### src/rtl/uart_pkg.sv
// Shared definitions for the UART link: frame format, idle level,
// receiver state encoding and baud divisor helper.
package uart_pkg;

  localparam int   DATA_BITS  = 8;
  localparam logic IDLE_LEVEL = 1'b1;

  typedef enum logic [2:0] {
    IDLE,
    START,
    DATA,
    STOP,
    WAIT_HIGH
  } uart_state_t;

  function automatic int clks_per_bit(input int clk_freq, input int baud_rate);
    return clk_freq / baud_rate;
  endfunction

endpackage

### src/rtl/uart_sync.sv
// Two-flop synchroniser for asynchronous inputs (serial line, switches),
// with a selectable value loaded on reset.
module uart_sync #(
  parameter logic RESET_VAL = 1'b0
) (
  input  logic clk,
  input  logic reset,
  input  logic async_sig,
  output logic sync_sig
);

  logic meta;

  always_ff @(posedge clk) begin
    if (reset) begin
      meta     <= RESET_VAL;
      sync_sig <= RESET_VAL;
    end else begin
      meta     <= async_sig;
      sync_sig <= meta;
    end
  end

endmodule

### src/rtl/uart_rx.sv
// 8N1 serial receiver: mid-bit sampling of start, data and stop bits,
// one-cycle data_valid / frame_err pulses, break-safe after a bad stop bit.
module uart_rx
  import uart_pkg::*;
#(
  parameter int CLK_FREQ  = 50000000,
  parameter int BAUD_RATE = 9600
) (
  input  logic       clk,
  input  logic       reset,
  input  logic       rx,
  output logic [7:0] data,
  output logic       data_valid,
  output logic       frame_err,
  output logic       busy
);

  localparam int CLKS_PER_BIT = clks_per_bit(CLK_FREQ, BAUD_RATE);
  localparam int HALF_BIT     = CLKS_PER_BIT / 2;
  localparam int CNT_W        = $clog2(CLKS_PER_BIT);

  localparam logic [CNT_W-1:0] HALF_LAST = CNT_W'(HALF_BIT - 1);
  localparam logic [CNT_W-1:0] BIT_LAST  = CNT_W'(CLKS_PER_BIT - 1);
  localparam logic [2:0]       LAST_BIT  = 3'(DATA_BITS - 1);

  if (CLKS_PER_BIT < 4) begin : g_cpb_check
    $fatal(1, "uart_rx: CLKS_PER_BIT must be at least 4");
  end

  logic                 rx_s;
  uart_state_t          state;
  logic [CNT_W-1:0]     clk_cnt;
  logic [2:0]           bit_idx;
  logic [DATA_BITS-1:0] shift_reg;

  uart_sync #(
    .RESET_VAL (IDLE_LEVEL)
  ) u_sync (
    .clk       (clk),
    .reset     (reset),
    .async_sig (rx),
    .sync_sig  (rx_s)
  );

  // Every transition clears clk_cnt so each state times from zero;
  // busy is registered alongside the state so it tracks "not IDLE".
  always_ff @(posedge clk) begin
    if (reset) begin
      state      <= IDLE;
      clk_cnt    <= '0;
      bit_idx    <= '0;
      shift_reg  <= '0;
      data       <= '0;
      data_valid <= 1'b0;
      frame_err  <= 1'b0;
      busy       <= 1'b0;
    end else begin
      data_valid <= 1'b0;
      frame_err  <= 1'b0;
      case (state)
        IDLE: begin
          clk_cnt <= '0;
          if (rx_s != IDLE_LEVEL) begin
            state <= START;
            busy  <= 1'b1;
          end
        end
        START: begin
          if (clk_cnt == HALF_LAST) begin
            clk_cnt <= '0;
            if (rx_s != IDLE_LEVEL) begin
              state   <= DATA;
              bit_idx <= '0;
            end else begin
              state <= IDLE;
              busy  <= 1'b0;
            end
          end else begin
            clk_cnt <= clk_cnt + 1'b1;
          end
        end
        DATA: begin
          if (clk_cnt == BIT_LAST) begin
            clk_cnt            <= '0;
            shift_reg[bit_idx] <= rx_s;
            if (bit_idx == LAST_BIT) begin
              state <= STOP;
            end else begin
              bit_idx <= bit_idx + 1'b1;
            end
          end else begin
            clk_cnt <= clk_cnt + 1'b1;
          end
        end
        STOP: begin
          if (clk_cnt == BIT_LAST) begin
            clk_cnt <= '0;
            if (rx_s == IDLE_LEVEL) begin
              data       <= shift_reg;
              data_valid <= 1'b1;
              state      <= IDLE;
              busy       <= 1'b0;
            end else begin
              frame_err <= 1'b1;
              state     <= WAIT_HIGH;
            end
          end else begin
            clk_cnt <= clk_cnt + 1'b1;
          end
        end
        WAIT_HIGH: begin
          // A held-low line (break) must not be mistaken for a new start bit.
          clk_cnt <= '0;
          if (rx_s == IDLE_LEVEL) begin
            state <= IDLE;
            busy  <= 1'b0;
          end
        end
        default: begin
          state   <= IDLE;
          clk_cnt <= '0;
          busy    <= 1'b0;
        end
      endcase
    end
  end

endmodule

### config.mk
export PLATFORM = sky130hd
export DESIGN_NAME = uart_rx
export DESIGN_NICKNAME = d
export VERILOG_FILES = /design/src/rtl/uart_pkg.sv /design/src/rtl/uart_sync.sv /design/src/rtl/uart_rx.sv
export SDC_FILE = /design/constraint.sdc
export NUM_CORES = 1
export LEC_CHECK = 0
export ABC_AREA = 1
export CORE_AREA = 2 2 67 69
export CTS_BUF_LIST = sky130_fd_sc_hd__clkbuf_16
export CTS_CLUSTER_DIAMETER = 40
export DETAILED_ROUTE_END_ITERATION = 7
export DIE_AREA = 0 0 69 71
export GPL_ROUTABILITY_DRIVEN = 0
export GPL_TIMING_DRIVEN = 0
export PLACE_DENSITY = 0.79
export SLEW_MARGIN = 20
export SYNTH_ARGS = -nofsm -noshare
export SYNTH_HDL_FRONTEND = slang
export SYNTH_SLANG_ARGS = --single-unit
### constraint.sdc
create_clock -name clk -period 1.42 [get_ports clk]
set_clock_uncertainty 0.1 [all_clocks]
set_input_delay 0.426 -clock clk [delete_from_list [all_inputs] [get_ports clk]]
set_output_delay 0.426 -clock clk [all_outputs]
set_load 0.01 [all_outputs]
==> results of run 1 <==
[Yosys cell counts, types with 2 or more instances]
| cell type | instances |
|---|---|
| a211oi_1 | 2 |
| a21oi_1 | 8 |
| dfxtp_1 | 40 |
| ha_1 | 3 |
| inv_1 | 31 |
| inv_2 | 5 |
| nand2_1 | 58 |
| nand2_2 | 4 |
| nand3_1 | 15 |
| nand4_1 | 5 |
| nor2_1 | 66 |
| nor2_4 | 2 |
| nor3_1 | 7 |
| nor4_1 | 2 |
| o21ai_0 | 11 |
| o21ai_2 | 2 |
| or2_2 | 2 |
| xor2_1 | 6 |
[cells by family after synthesis]
group / share of synthesized area
AOI/OAI and AO/OA: 0.0642
xor gates and xnor gates: 0.0264
adders and majority gates: 0.0189
buffers and inverters: 0.0894
DFF: 0.403
and+or+nand+nor: 0.398
[worst max-delay path: cells and delay by family (launching register included)]
| kind | cells | cell delay, ns |
|---|---|---|
| AND/OR/NAND/NOR | 5 | 0.62 |
| flip-flops | 1 | 0.35 |
| AO/OA/AOI/OAI | 1 | 0.17 |
| adder cells (fa/ha/maj) | 1 | 0.16 |
| buffers and inverters | 1 | 0.08 |
[final cells by class]
type	count	share of cell area
buffer	4	0.0136
clock buffer	5	0.0455
clock inverter	3	0.0155
inverter	38	0.0568
multi-input combinational	204	0.452
sequential	40	0.297
tap	52	0.0236
timing repair buffer	31	0.0959
[what timing repair did]
item                                   CTS  global route
resized for setup                       51            34
pin swaps                               14            20
endpoints found under the hold margin    0             0
setup buffers                           12             7
gates cloned                             1             1
setup endpoints to repair               47            44
[worst max-delay path by stage]
stage / cells after the start / slack, ns / startpoint / to
4_1_cts: 9 / -0.09 / clk_cnt[1] / data[6]
3_3_place_gp: 6 / -0.27 / reset / clk_cnt[12]
6_report: 8 / -0.17 / clk_cnt[0] / data[6]
3_5_place_dp: 6 / -0.30 / reset / clk_cnt[10]
5_1_grt: 10 / -0.25 / clk_cnt[0] / shift_reg[4]
2_1_floorplan: 11 / 0.003 / bit_idx[0] / state[0]
[metal layers]
layer / up-vias / GRT usage / wire length, µm / share of wire
met5: - / 0 / 0 / 0
met4: 0 / 0.0784 / 82 / 0.017
met3: 8 / 0.0456 / 329 / 0.068
met2: 65 / 0.331 / 2280 / 0.47
met1: 893 / 0.239 / 2160 / 0.44
li1: 979 / - / - / -
[cell usage in the layout (no fill, tap or decap), drive strengths merged, types with 3 or more instances in the layout]
| cell | count |
|---|---|
| buf | 21 |
| clkbuf | 8 |
| dlygate4sd2 | 4 |
| a21oi | 8 |
| nand3 | 17 |
| nor2 | 70 |
| clkdlybuf4s15 | 6 |
| nand4 | 7 |
| o21ai | 13 |
| nand2 | 64 |
| dfxtp | 40 |
| xor2 | 6 |
| ha | 3 |
| nor3 | 9 |
| inv | 36 |
[report_power, final]
part / leakage (nW) / switching, mW / total (mW) / internal [mW]
registers: 0.328 / 0.0747 / 1.29 / 1.22
clock network: 0.0798 / 0.445 / 1.27 / 0.825
logic: 0.759 / 0.750 / 1.17 / 0.417
total: 1.17 / 1.27 / 3.73 / 2.46
[metrics by stage]
step	setup slack, ns	area, µm²
3_5_place_dp	-0.296	2210
6_report	-0.170	2750
5_1_grt	-0.253	2750
3_3_place_gp	-0.265	2210
4_1_cts	-0.0929	2600
2_1_floorplan	0.00320	2020
==> out/results.ini, run 1 <==
[clock_tree]
insertion_delay_ns = 0.28
cts.htree.levels = 2
clock_path_buffers = 2
cts-root-buf = clkbuf_16
clkSlewWorstSetupHoldPaths_ns = 0.06
cts_made_buffers = 5
cts_sinks = 40
tritoncts = done
hold_buffers = 0

[die]
ioPinCount = 14
rows = 24
coreArea_um2 = 4200
die_x_um = 69
start_util = 0.473
die_area_um2 = 4900
fp.dieH_um = 71

[timing]
tightest_slew_ns = 0.328
hold_violations = 0
period_minus_slack_ns = 1.59
setup_ws_ns = -0.170
holdWs_ns = 0.310
fin_setup_tns_ns = -2.44
rsz0062_at_grt = true
setup_violations = 27
slew-limit-headroom = 0.781
max_freq_ghz = 0.629
post-route-period-util = 1.12
finalMaxSlewViolations = 0

[logic_synthesis]
async_reset_ff_frac = 0
yosysUniqueCellTypes = 33
yosys.area.top_type = dfxtp_1
ys.flop_type = dfxtp_1
syn_inst = 284
yosysSeqAreaShare = 0.403
yosysWarningCount = 0
synth_top_area_frac = 0.403
synth_area_um2 = 1990
synthTopCellsByArea = dfxtp_1 40%, nor2_1 12%, nand2_1 11%
syn_nets = 290
ys_seq_elements = 40
synth-edff-count = 0
syn_area_per_cell_um2 = 7.00

[routing]
firstDrtPassIters = 4
postRouteAntennaNets = 0
via_count = 1945
drt-initial-drc-count = 223
drc_errors = 0
finalWirelength_um = 4850
routedWlPerCell_um = 12.9
via_per_inst = 5.16

[place]
portBuffers = 12
dpl.hpwl_um = 2830
placed_cells = 348

[cells_and_area]
drive_gt1_frac = 0.326
multiInputGateArea_um2 = 1240
utilization = 0.655
final_nets = 330
ff_latch_area_um2 = 817
nFillCells = 313
syn_to_final_growth_pct = 38.5
antennaDiodeCount = 0
final_cells = 377
largest_reg_flops = 13

[hold_path]
holdCritPathClass = reg2reg
hold-path-cell-count = 1
hold_start = u_sync.meta
hold_end = u_sync.sync_sig

[grt]
grt_usage = 0.195
grt_start_max_net_pins = 14
grt_pass1_vias = 1705
grt_pass1_wl_um = 7690
gr-total-overflow = 0
antenna_found_initial = 0

[status]
status = finished, violations left
violations = negative setup slack

[worst_setup_path]
r2r-start = clk_cnt[0]
crit_chain = ha_4 > nand2_4 > inv_4 > nand3_4 > nor2_4 > nand4_4 > o21ai_1 > nor2_1
worst_setup_path_end_kind = flip-flop
crit_fanout = 5
r2r_cells = 8
critPathKind = reg2reg
crit_slowest_cell = dfxtp_2
cp_slowest_stage_delay_ns = 0.35
ff2ff_setup_slack_ns = -0.17
cp.required_ns = 1.50
crit_path_start_kind = flip-flop
crit_arrival_ns = 1.67
reg2reg_to = data[6]

[power]
leakage_nw = 1.17
power.density_nw_per_um2 = 1350
power_mw = 3.73
ir_drop_mv = 0.933

[flow_run]
maxCapViolCount = 0

No activity file was read; power rests on OpenSTA's default activity.
==> run 2, diff against run 1 <==
--- a/config.mk
+++ b/config.mk
@@ -7,12 +7,14 @@
 export LEC_CHECK = 0
 export ABC_AREA = 1
-export CORE_AREA = 2 2 67 69
+export CELL_PAD_IN_SITES_DETAIL_PLACEMENT = 0
+export CELL_PAD_IN_SITES_GLOBAL_PLACEMENT = 1
+export CORE_AREA = 2 2 76 78
 export CTS_BUF_LIST = sky130_fd_sc_hd__clkbuf_16
 export CTS_CLUSTER_DIAMETER = 40
 export DETAILED_ROUTE_END_ITERATION = 7
-export DIE_AREA = 0 0 69 71
+export DIE_AREA = 0 0 78 80
 export GPL_ROUTABILITY_DRIVEN = 0
 export GPL_TIMING_DRIVEN = 0
-export PLACE_DENSITY = 0.79
+export PLACE_DENSITY = 0.82
 export SLEW_MARGIN = 20
 export SYNTH_ARGS = -nofsm -noshare
--- a/constraint.sdc
+++ b/constraint.sdc
@@ -3,3 +3,3 @@
 set_input_delay 0.426 -clock clk [delete_from_list [all_inputs] [get_ports clk]]
 set_output_delay 0.426 -clock clk [all_outputs]
-set_load 0.01 [all_outputs]
+set_load 0.005 [all_outputs]
==> out/results.ini, run 2 (synthesized netlist as in run 1, its figures left out) <==
[power]
power_mw = 3.70
leakage_nw = 1.16
ir_drop_mv = 0.777
power.density_nw_per_um2 = 1340

[place]
dpl.hpwl_um = 2880
dp_slack_ns = -0.312
portBuffers = 12
dpl-instance-area_um2 = 2230

[worst_setup_path]
ff2ff_setup_slack_ns = -0.09
cp.required_ns = 1.54
crit_path_start_kind = flip-flop
r2r_cells = 9
worst_setup_path_end_kind = flip-flop
crit_arrival_ns = 1.63
reg2reg_to = shift_reg[7]
r2r-start = clk_cnt[1]
crit_fanout = 6
critPathKind = reg2reg

[timing]
holdWs_ns = 0.307
period_minus_slack_ns = 1.51
setup_violations = 30
post-route-period-util = 1.06
rsz0062_at_grt = true
slew-limit-headroom = 0.779
max_freq_ghz = 0.664
tightest_slew_ns = 0.330
finalMaxSlewViolations = 0
hold_violations = 0
setup_ws_ns = -0.0871

[cells_and_area]
final_area_um2 = 2760
largest_reg_flops = 13
drive_gt1_frac = 0.349
utilization = 0.511
antennaDiodeCount = 0
layout_commonest_cell = nor2_1
syn_to_final_growth_pct = 39.0
layout_common_cells = 54 x nor2_1, 51 x nand2_1, 28 x dfxtp_1, 22 x inv_1, 15 x buf_4
final_nets = 326

[clock_tree]
clkSlewWorstSetupHoldPaths_ns = 0.06
clock_path_buffers = 2
cts_sinks = 40
cts.htree.levels = 2
tritoncts = done
insertion_delay_ns = 0.28
cts_made_buffers = 5
cts-root-buf = clkbuf_16
hold_buffers = 0

[grt]
grt_usage = 0.152
antenna_found_initial = 0
grt_start_max_net_pins = 14
grt_pass1_wl_um = 7510
gr-total-overflow = 0
grt_pass1_vias = 1724

[status]
violations = negative setup slack
status = finished, violations left

[die]
fp.dieH_um = 80
coreArea_um2 = 5410
die_x_um = 78
ioPinCount = 14
die_area_um2 = 6240
start_util = 0.368
rows = 27

[hold_path]
hold_start = u_sync.meta
hold-path-cell-count = 1
hold_end = u_sync.sync_sig
holdCritPathClass = reg2reg

[routing]
finalWirelength_um = 4550
routedWlPerCell_um = 11.6
drt-initial-drc-count = 68
via_per_inst = 4.67
drc_errors = 0
postRouteAntennaNets = 0
firstDrtPassIters = 4
via_count = 1835

[flow_run]
maxCapViolCount = 0

## run 2: cell types whose count changed in the layout (fill, tap and decap cells not counted), moves of 2 or more
cell             before  now
inv_1                26   22
dfxtp_2               7   10
buf_6                 4    0
dlygate4sd2_1         4   11
dfxtp_1              31   28
clkdlybuf4s15_1       6    0
nor3_1                6    4
inv_2                 8   12
o21ai_1               6    8
nor3_2                1    3
o21ai_2               3    1
## run 2: critical path, cell delays in order, from the launching register on
cell     delay, ns
dfxtp_2       0.35
ha_4          0.16
nand2_4       0.07
nor2_4        0.10
nand3_4       0.14
nor2_4        0.21
nand3_2       0.11
nand2_1       0.07
nand2_1       0.06
nor2_1        0.07
## run 2: power by group
group | switching, mW | internal, mW
Clock | 0.444 | 0.825
Combinational | 0.729 | 0.411
Sequential | 0.0682 | 1.22
Total | 1.24 | 2.46
## run 2: worst max-delay path by stage
| stage | start | end | slack, ns | cells after the start |
|---|---|---|---|---|
| floorplan | bit_idx[0] | state[0] | 0.003 | 11 |
| global placement | reset | clk_cnt[12] | -0.31 | 6 |
| detailed placement | reset | clk_cnt[12] | -0.31 | 6 |
| CTS | clk_cnt[1] | data[3] | -0.08 | 8 |
| global route | clk_cnt[1] | shift_reg[4] | -0.19 | 10 |
| finish | clk_cnt[1] | shift_reg[7] | -0.09 | 9 |
## run 2: final cells by class
cell class / instances / area, µm²
flip-flops and latches: 40 / 821
well taps: 72 / 90.1
fillers: 537 / 2640
plain buffers: 4 / 33.8
multi-input cells: 204 / 1260
clock buffers: 5 / 125
clock inverters: 3 / 42.5
inverters: 38 / 156
repair buffers: 27 / 231
## run 2: metrics by stage
step,setup TNS (ns),instances
2_1_floorplan,0,284
3_3_place_gp,-5.53,368
3_5_place_dp,-5.64,368
4_1_cts,-1.22,386
5_1_grt,-4.40,393
6_report,-1.12,393
## run 2: timing repair
action                                 CTS  global route
gates resized for setup                 43            39
buffers inserted                        10             5
endpoints found under the hold margin    0             0
pin swaps                               16            20
setup endpoints to repair               46            37
cloned                                   0             2
## run 2: routing by layer
metal  up-vias  routed length, µm  GRT usage
met3         6                147     0.0328
met5         -                  0          0
met4         0                 77     0.0702
met1       830               2140      0.177
li1        971                  -          -
met2        28               2180      0.265
==> run 3, diff against run 2 <==
Settings changed: SKIP_CTS_REPAIR_TIMING from default to 1, TNS_END_PERCENT from default to 10.
==> out/results.ini, run 3 (synthesized netlist as in run 1, its figures left out) <==
[worst_setup_path]
crit_arrival_ns = 1.62
crit_path_start_kind = flip-flop
crit_fanout = 3
critPathKind = reg2reg
cp.required_ns = 1.50
worst_setup_path_end_kind = flip-flop

[cells_and_area]
drive_gt1_frac = 0.273
antennaDiodeCount = 0
final_nets = 320
nFillCells = 542
largest_reg_flops = 13
layout_commonest_cell = nor2_1
layout_common_cells = 59 x nor2_1, 51 x nand2_1, 31 x dfxtp_1, 24 x inv_1
syn_to_final_growth_pct = 34.4
final_area_um2 = 2670

[timing]
slew-limit-headroom = 0.795
fin_setup_tns_ns = -1.64
rsz0062_at_grt = true
post-route-period-util = 1.08
max_freq_ghz = 0.649
hold_violations = 0
tightest_slew_ns = 0.306
period_minus_slack_ns = 1.54
holdWs_ns = 0.311
setup_violations = 27
finalMaxSlewViolations = 0
setup_ws_ns = -0.120

[clock_tree]
clock_path_buffers = 2
cts_made_buffers = 5
insertion_delay_ns = 0.28
cts_sinks = 40
clkSlewWorstSetupHoldPaths_ns = 0.06
cts.htree.levels = 2
cts-root-buf = clkbuf_16
tritoncts = done

[routing]
drt-initial-drc-count = 94
drc_errors = 0
via_count = 1789
via_per_inst = 4.62
finalWirelength_um = 4430
postRouteAntennaNets = 0
routedWlPerCell_um = 11.4
firstDrtPassIters = 4

[power]
leakage_nw = 1.28
ir_drop_mv = 0.640
power.density_nw_per_um2 = 1350

[die]
fp.dieH_um = 80
die_area_um2 = 6240
start_util = 0.368
ioPinCount = 14
die_x_um = 78
rows = 27
coreArea_um2 = 5410

[grt]
grt_start_max_net_pins = 14
grt_usage = 0.142
grt_pass1_vias = 1569
gr-total-overflow = 0
antenna_found_initial = 0
grt_pass1_wl_um = 7090

[place]
portBuffers = 12
dp_slack_ns = -0.316
dpl.hpwl_um = 2930
dpl-instance-area_um2 = 2220

[hold_path]
holdCritPathClass = reg2reg

[status]
violations = negative setup slack
status = finished, violations left

[flow_run]
maxCapViolCount = 0

## run 3: cell count changes in the layout (fill, tap and decap cells not counted), moves of 4 or more
cell            previous run  this run
buf_4                     15         9
dlymetal6s2s_1             0        11
nand3_2                    7         3
nor2_2                     9         3
dlygate4sd2_1             11         0
nor2_1                    54        59
nand3_1                    7        12
## run 3: final cells by class
cell class              count  area (µm²)  share of cell area
multi-input cells         204        1190               0.445
flip-flops and latches     40         817               0.306
repair buffers             21         228              0.0853
inverters                  38         145              0.0544
clock buffers               5         125              0.0469
well taps                  72        90.1              0.0337
clock inverters             3        42.5              0.0159
plain buffers               4        33.8              0.0127
## run 3: final timing paths
path                    start         endpoint  slack [ns]  cells after the start
setup / recovery   clk_cnt[0]     shift_reg[4]       -0.12                     10
hold / removal    u_sync.meta  u_sync.sync_sig        0.31                      1
setup reg to reg   clk_cnt[0]     shift_reg[4]       -0.12                     10
hold reg to reg   u_sync.meta  u_sync.sync_sig        0.31                      1
## run 3: critical path, stage by stage, from the launching register on
cell     delay (ns)
dfxtp_4        0.36
ha_4           0.15
nand2_4        0.07
inv_2          0.06
nand3_2        0.08
nor2_4         0.20
nand2_2        0.11
nor2_2         0.13
nand3_1        0.07
nand2_1        0.07
nor2_1         0.03
## run 3: metrics by stage
step | total power, mW | utilization | std cells
finish | 3.59 | 0.494 | 387
global route | 3.80 | 0.494 | 387
CTS | 3.38 | 0.442 | 376
detailed placement | 2.11 | 0.411 | 368
global placement | 2.10 | 0.411 | 368
floorplan | 1.94 | - | 284
## run 3: per-layer routing
metal  vias to the layer above  share of wire  track usage
li1                        959              -            -
met1                       802           0.51        0.192
met2                        24           0.45        0.222
met3                         4          0.026       0.0305
met4                         0          0.013       0.0526
met5                         -              0            0
## run 3: where the power goes
part	internal (mW)	leakage [nW]	switching, mW
Clock	0.825	0.0798	0.457
Sequential	1.21	0.328	0.0852
Combinational	0.352	0.869	0.657
